`src/rtl/pipe_pkg.sv`:
```
// Shared pipeline definitions for the fetch front end.
// Holds the datapath width, the PC increment, the 2-bit branch counter
// encodings, the BTB entry layout and the counter saturation helpers.
// No ports (package).
package pipe_pkg;

  localparam int XLEN    = 32;
  localparam int PC_STEP = 4;
  localparam int CTR_W   = 2;

  // 2-bit saturating direction counter; the MSB is the taken prediction.
  typedef enum logic [CTR_W-1:0] {
    CTR_SNT = 2'b00,
    CTR_WNT = 2'b01,
    CTR_WT  = 2'b10,
    CTR_ST  = 2'b11
  } ctr_e;

  // The tag field is sized for the smallest legal BTB (two entries).
  // Larger tables store the shifted PC zero-extended in the same field.
  typedef struct packed {
    logic             valid;
    logic [XLEN-1:0]  tag;
    logic [XLEN-1:0]  target;
    ctr_e             ctr;
  } btb_entry_t;

  localparam btb_entry_t BTB_ENTRY_RST = '{
    valid:  1'b0,
    tag:    '0,
    target: '0,
    ctr:    CTR_WNT
  };

  function automatic ctr_e ctr_inc(input ctr_e c);
    return (c == CTR_ST) ? CTR_ST : ctr_e'(c + 2'd1);
  endfunction

  function automatic ctr_e ctr_dec(input ctr_e c);
    return (c == CTR_SNT) ? CTR_SNT : ctr_e'(c - 2'd1);
  endfunction

endpackage

```
`src/rtl/btb_dm.sv`:
```
// Direct-mapped branch target buffer with 2-bit saturating counters.
// Ports:
//   clk, rst             clock, synchronous active-high reset
//   lk_pc_i              lookup PC (combinational, zero latency)
//   lk_hit_o             valid entry with matching tag
//   lk_taken_o           hit and counter predicts taken
//   lk_target_o          predicted target, 0 when not predicted taken
//   upd_we_i             resolved branch/jump: train the table
//   upd_pc_i             PC of the resolved branch/jump
//   upd_taken_i          resolved direction
//   upd_target_i         resolved taken target
// Lookup reads the registered array, so an update to the same index in
// the same cycle is only visible from the next cycle on.
module btb_dm
  import pipe_pkg::*;
#(
  parameter int ENTRIES = 16,
  parameter int IDX_W   = $clog2(ENTRIES)
) (
  input  logic            clk,
  input  logic            rst,
  input  logic [XLEN-1:0] lk_pc_i,
  output logic            lk_hit_o,
  output logic            lk_taken_o,
  output logic [XLEN-1:0] lk_target_o,
  input  logic            upd_we_i,
  input  logic [XLEN-1:0] upd_pc_i,
  input  logic            upd_taken_i,
  input  logic [XLEN-1:0] upd_target_i
);

  localparam int TAG_SH = IDX_W + 2;

  btb_entry_t mem_q [ENTRIES];

  logic [IDX_W-1:0] lk_idx;
  logic [XLEN-1:0]  lk_tag;
  btb_entry_t       lk_ent;

  logic [IDX_W-1:0] u_idx;
  logic [XLEN-1:0]  u_tag;
  btb_entry_t       u_ent;
  logic             u_hit;
  logic             upd_wr;
  btb_entry_t       upd_entry_d;

  // Word alignment bits never take part in indexing or tagging.
  logic unused_align_bits;
  assign unused_align_bits = ^{lk_pc_i[1:0], upd_pc_i[1:0]};

  // ---------------- lookup ----------------
  assign lk_idx      = lk_pc_i[IDX_W+1:2];
  assign lk_tag      = lk_pc_i >> TAG_SH;
  assign lk_ent      = mem_q[lk_idx];
  assign lk_hit_o    = lk_ent.valid && (lk_ent.tag == lk_tag);
  assign lk_taken_o  = lk_hit_o && lk_ent.ctr[1];
  assign lk_target_o = lk_taken_o ? lk_ent.target : '0;

  // ---------------- update ----------------
  assign u_idx = upd_pc_i[IDX_W+1:2];
  assign u_tag = upd_pc_i >> TAG_SH;
  assign u_ent = mem_q[u_idx];
  assign u_hit = u_ent.valid && (u_ent.tag == u_tag);

  always_comb begin
    upd_entry_d = u_ent;
    upd_wr      = 1'b0;
    if (upd_we_i) begin
      if (u_hit) begin
        upd_wr = 1'b1;
        if (upd_taken_i) begin
          upd_entry_d.ctr    = ctr_inc(u_ent.ctr);
          upd_entry_d.target = upd_target_i;
        end else begin
          upd_entry_d.ctr    = ctr_dec(u_ent.ctr);
        end
      end else if (upd_taken_i) begin
        // Taken miss allocates over whatever occupied the slot, starting
        // weakly taken so a single later not-taken flips the prediction.
        upd_wr      = 1'b1;
        upd_entry_d = '{valid: 1'b1, tag: u_tag, target: upd_target_i, ctr: CTR_WT};
      end
      // Not-taken miss leaves the table untouched.
    end
  end

  always_ff @(posedge clk) begin
    if (rst) begin
      // NOTE: every field of every entry is reset, not only the valid bits,
      // so no X can leak from tag compare or target mux after reset.
      for (int i = 0; i < ENTRIES; i++) begin
        mem_q[i] <= BTB_ENTRY_RST;
      end
    end else if (upd_wr) begin
      mem_q[u_idx] <= upd_entry_d;
    end
  end

endmodule

```
`src/rtl/fetch_pc_unit.sv`:
```
// IF-stage fetch PC unit: receives the branch-resolution interface from
// MEM, holds the fetch PC and chooses the next fetch address
// (redirect > stall > predicted-taken target > PC+4).
// Ports:
//   clk, rst         clock, synchronous active-high reset
//   en               fetch enable, 0 stalls the PC
//   modify_pc_in     redirect request from MEM (overrides a stall)
//   update_pc_in     redirect address (low two bits forced to 0)
//   jump_addr_in     resolved taken target used to train the BTB
//   update_btb_in    resolved branch/jump in MEM, train the BTB
//   upd_src_pc_in    PC of the resolved branch/jump
//   upd_taken_in     resolved direction
//   pc_if            current fetch PC
//   pred_taken_if    BTB predicts taken for pc_if
//   pred_target_if   predicted target, 0 when not predicted taken
//   flush_front      kill IF/ID, equals modify_pc_in combinationally
module fetch_pc_unit
  import pipe_pkg::*;
#(
  parameter logic [31:0] RESET_PC    = 32'h0000_0000,
  parameter int          BTB_ENTRIES = 16,
  localparam int         IDX_W       = $clog2(BTB_ENTRIES)
) (
  input  logic        clk,
  input  logic        rst,
  input  logic        en,
  input  logic        modify_pc_in,
  input  logic [31:0] update_pc_in,
  input  logic [31:0] jump_addr_in,
  input  logic        update_btb_in,
  input  logic [31:0] upd_src_pc_in,
  input  logic        upd_taken_in,
  output logic [31:0] pc_if,
  output logic        pred_taken_if,
  output logic [31:0] pred_target_if,
  output logic        flush_front
);

  logic [XLEN-1:0] pc_q;
  logic [XLEN-1:0] pc_d;
  logic            btb_hit_unused;
  logic            unused_redirect_bits;

  assign unused_redirect_bits = ^update_pc_in[1:0];

  btb_dm #(
    .ENTRIES (BTB_ENTRIES),
    .IDX_W   (IDX_W)
  ) u_btb (
    .clk          (clk),
    .rst          (rst),
    .lk_pc_i      (pc_q),
    .lk_hit_o     (btb_hit_unused),
    .lk_taken_o   (pred_taken_if),
    .lk_target_o  (pred_target_if),
    .upd_we_i     (update_btb_in),
    .upd_pc_i     (upd_src_pc_in),
    .upd_taken_i  (upd_taken_in),
    .upd_target_i (jump_addr_in)
  );

  always_comb begin
    // NOTE: pc_d gets a default before any branch, so no path leaves it
    // unassigned and no latch is inferred.
    pc_d = pc_q;
    if (modify_pc_in) begin
      pc_d = {update_pc_in[31:2], 2'b00};
    end else if (!en) begin
      pc_d = pc_q;
    end else if (pred_taken_if) begin
      pc_d = pred_target_if;
    end else begin
      pc_d = pc_q + XLEN'(PC_STEP);  // wraps modulo 2^32
    end
  end

  always_ff @(posedge clk) begin
    // NOTE: state registers use non-blocking assignment so every flop
    // samples pre-edge values regardless of block evaluation order.
    if (rst) begin
      pc_q <= RESET_PC;
    end else begin
      pc_q <= pc_d;
    end
  end

  assign pc_if       = pc_q;
  assign flush_front = modify_pc_in;

endmodule

```
`config.mk`:
```
export PLATFORM = sky130hd
export DESIGN_NAME = fetch_pc_unit
export DESIGN_NICKNAME = d
export VERILOG_FILES = /design/src/rtl/pipe_pkg.sv /design/src/rtl/btb_dm.sv /design/src/rtl/fetch_pc_unit.sv
export SDC_FILE = /design/constraint.sdc
export NUM_CORES = 2
export LEC_CHECK = 0
export ABC_AREA = 1
export BUFFER_PORTS_ARGS = -buffer_cell sky130_fd_sc_hd__buf_2
export CORE_MARGIN = 4
export CORE_UTILIZATION = 44
export DETAILED_ROUTE_END_ITERATION = 6
export GPL_TIMING_DRIVEN = 1
export SYNTH_ARGS = -nofsm -noshare
export SYNTH_HDL_FRONTEND = slang
export SYNTH_HIERARCHICAL = 1
export SYNTH_SLANG_ARGS = --single-unit
```
`constraint.sdc`:
```
create_clock -name clk -period 4.4 [get_ports clk]
set_clock_uncertainty 0.05 [all_clocks]
set_input_delay 0.22 -clock clk [delete_from_list [all_inputs] [get_ports clk]]
set_output_delay 0.22 -clock clk [all_outputs]
set_load 0.02 [all_outputs]
```
==> out/qor.yml <==
worst_setup_path:
  start_kind: "flop"
  critPathArrivalTime_ns: 4.13
  reg2reg_slack_ns: 0.28
  crit-reg2reg-launch: "pc_if[2]$_SDFFE_PP0P_"
  crit_type: "flop to output port"
  critPathMaxFanout: 33
  end_kind: "output port"
  reg2reg_depth: 18
  required_ns: 4.13
  startpoint: "pc_if[4]$_SDFFE_PP0P_"
  worstReg2RegEnd: "pc_if[13]$_SDFFE_PP0P_"
run_status:
  violations: "setup timing"
  status: "finished, violations left"
sta:
  max_slew_margin: 0.118
  fin_crit_sh: 1.00
  worst_pin_slew_ns: 1.32
  setup_ws_ns: -0.00328
  max_freq_ghz: 0.227
  min_period_ns: 4.40
  setup_viol: 1
  drv_slew: 0
  hold_viol: 0
  rsz0062_at_grt: "true"
drt:
  drc: 0
  drtAntennaViolNets: 0
  routedWlPerCell_microns: 26.7
  dr.pass1.iters: 7
  routed_wl_microns: 238000
  vias_per_cell: 6.12
  vias: 54500
  drt_iter0_markers: 7856
hold_path:
  hold_depth: 3
  hp-start: "upd_src_pc_in[26]"
  hold_end: "u_btb/mem_q[3][54]$_SDFFCE_PN0P_"
  hp-class: "input pin to flop"
global_route:
  grt_pass1_wl_microns: 338000
  overflow: 0
  gr-usage-all-layers: 0.324
  grt_pass1_vias: 50900
  grt_max_degree: 129
  grt_antenna_before_repair: 3
synth:
  syn_area_per_cell_sq_um: 8.59
  synth_cells: 6893
  yosys_warnings: 6
  netlist_area_sq_mm: 0.0592
finish:
  layout-drive-gt1-share: 0.101
  fillerInstances: 12500
  fin_nets: 7139
  fin_area_sq_mm: 0.0679
  syn_to_final_growth_pct: 14.6
placed_design:
  dpl-instance-area_sq_mm: 0.0628
  portBuffers: 163
  finalWeightedCongestion: 0.925
  post-dp-hpwl_microns: 130000
cts:
  clock-sinks: 1104
  htreeDepth: 3
  numCtsBuffers: 121
  clock_latency_ns: 0.77
  clkTransAtPathRegs_ns: 0.06
  cts-root-buf: "clkbuf_16"
  cts_tree: "yes"
  clock_path_buffers: 3
power_and_ir_drop:
  power_w: 0.0261
  peakVddDrop_mv: 0.350
  power_density_mw_per_mm2: 385
  leakage_nw: 27.3
die:
  die_x_microns: 375
  initial_utilization: 0.443
  die-area_sq_mm: 0.141
  die_h_microns: 375
  design.core.area_sq_mm: 0.134
  num_rows: 134
  num_io_pins: 168
run:
  cap_viol_max_count: 0
## state kept, by name, indices dropped and copies added (netlist names), named ones only
register,flops
pc_if,30
u_btb/mem_q,1072
## power by group
part	internal, W	leakage [nW]	total (W)	switching, W
Sequential	0.0120	11.2	0.0122	0.000253
Combinational	0.00111	14.2	0.00396	0.00285
Clock	0.00558	1.88	0.00994	0.00436
Total	0.0187	27.3	0.0261	0.00746
## worst max path at each step
stage,endpoint,slack (ns),cells after the start
floorplan,u_btb/mem_q[13][0]$_SDFFCE_PN1P_,0.06,22
detailed placement,u_btb/mem_q[10][46]$_SDFFCE_PN0P_,0.14,19
global route,pred_target_if[17],-0.06,18
global placement,u_btb/mem_q[10][46]$_SDFFCE_PN0P_,0.19,19
finish,pred_target_if[0],-0.003,8
CTS,pred_target_if[12],0.007,16
## worst max-delay path, stage by stage, from the launching register on
cell and delay (ns):
dfxtp_4 0.44, inv_8 0.35, buf_4 0.44, buf_4 0.42, a21oi_1 0.08, a32o_1 0.21, o21ai_0 0.92, nor2_1 0.21
buf_2 0.24
## what timing repair did
| item | CTS | global route |
|---|---|---|
| endpoints found under the setup margin | 33 | 37 |
| pin swaps | 0 | 1 |
| gates cloned | 6 | 4 |
| gates resized for setup | 28 | 33 |
| hold buffers | 80 | 1 |
| endpoints found under the hold margin | 379 | 4 |
| buffers inserted | 3 | 1 |
## layout by cell type, fill, tap and decap left out, types with 56 or more instances in the layout
| master | count |
|---|---|
| a21oi_1 | 375 |
| a221oi_1 | 56 |
| buf_12 | 75 |
| buf_2 | 161 |
| buf_4 | 146 |
| clkbuf_16 | 128 |
| conb_1 | 96 |
| dlygate4sd3_1 | 81 |
| edfxtp_1 | 1072 |
| inv_1 | 301 |
| nand2_1 | 1681 |
| nand3_1 | 309 |
| nor2_1 | 1308 |
| o211ai_1 | 90 |
| o21ai_0 | 468 |
| o22ai_1 | 233 |
## layout make-up
type	count	area (sq um)	share of cell area
multi-input combinational	5002	23000	0.339
timing repair buffer	488	4730	0.0697
clock inverter	85	658	0.00969
tap	1768	2210	0.0326
clock buffer	139	3160	0.0465
timing repair inverter	2	17.5	0.000258
inverter	317	1250	0.0184
sequential	1104	32800	0.484
antenna	5	12.5	0.000184
## per-layer routing
| layer | wire [microns] | vias to the layer above | track usage | part of all wire |
|---|---|---|---|---|
| li1 | - | 23900 | - | - |
| met3 | 29600 | 794 | 0.0605 | 0.12 |
| met5 | 0 | - | 0 | 0 |
| met2 | 104000 | 3896 | 0.506 | 0.44 |
| met4 | 15800 | 0 | 0.186 | 0.066 |
| met1 | 87800 | 26000 | 0.426 | 0.37 |
## through the flow
step	hold slack [ns]	TNS, ns	cells	utilization	setup WS, ns
finish	0.0517	-0.00328	8910	0.508	-0.00328
CTS	0.00309	0	8898	0.507	0.00734
detailed placement	0.405	0	8585	0.470	0.145
global placement	0.401	0	8585	0.470	0.188
global route	0.0392	-0.190	8905	0.508	-0.0643
floorplan	0.340	0	6988	-	0.0646
Note: power is estimated with default switching activity, not from simulation.
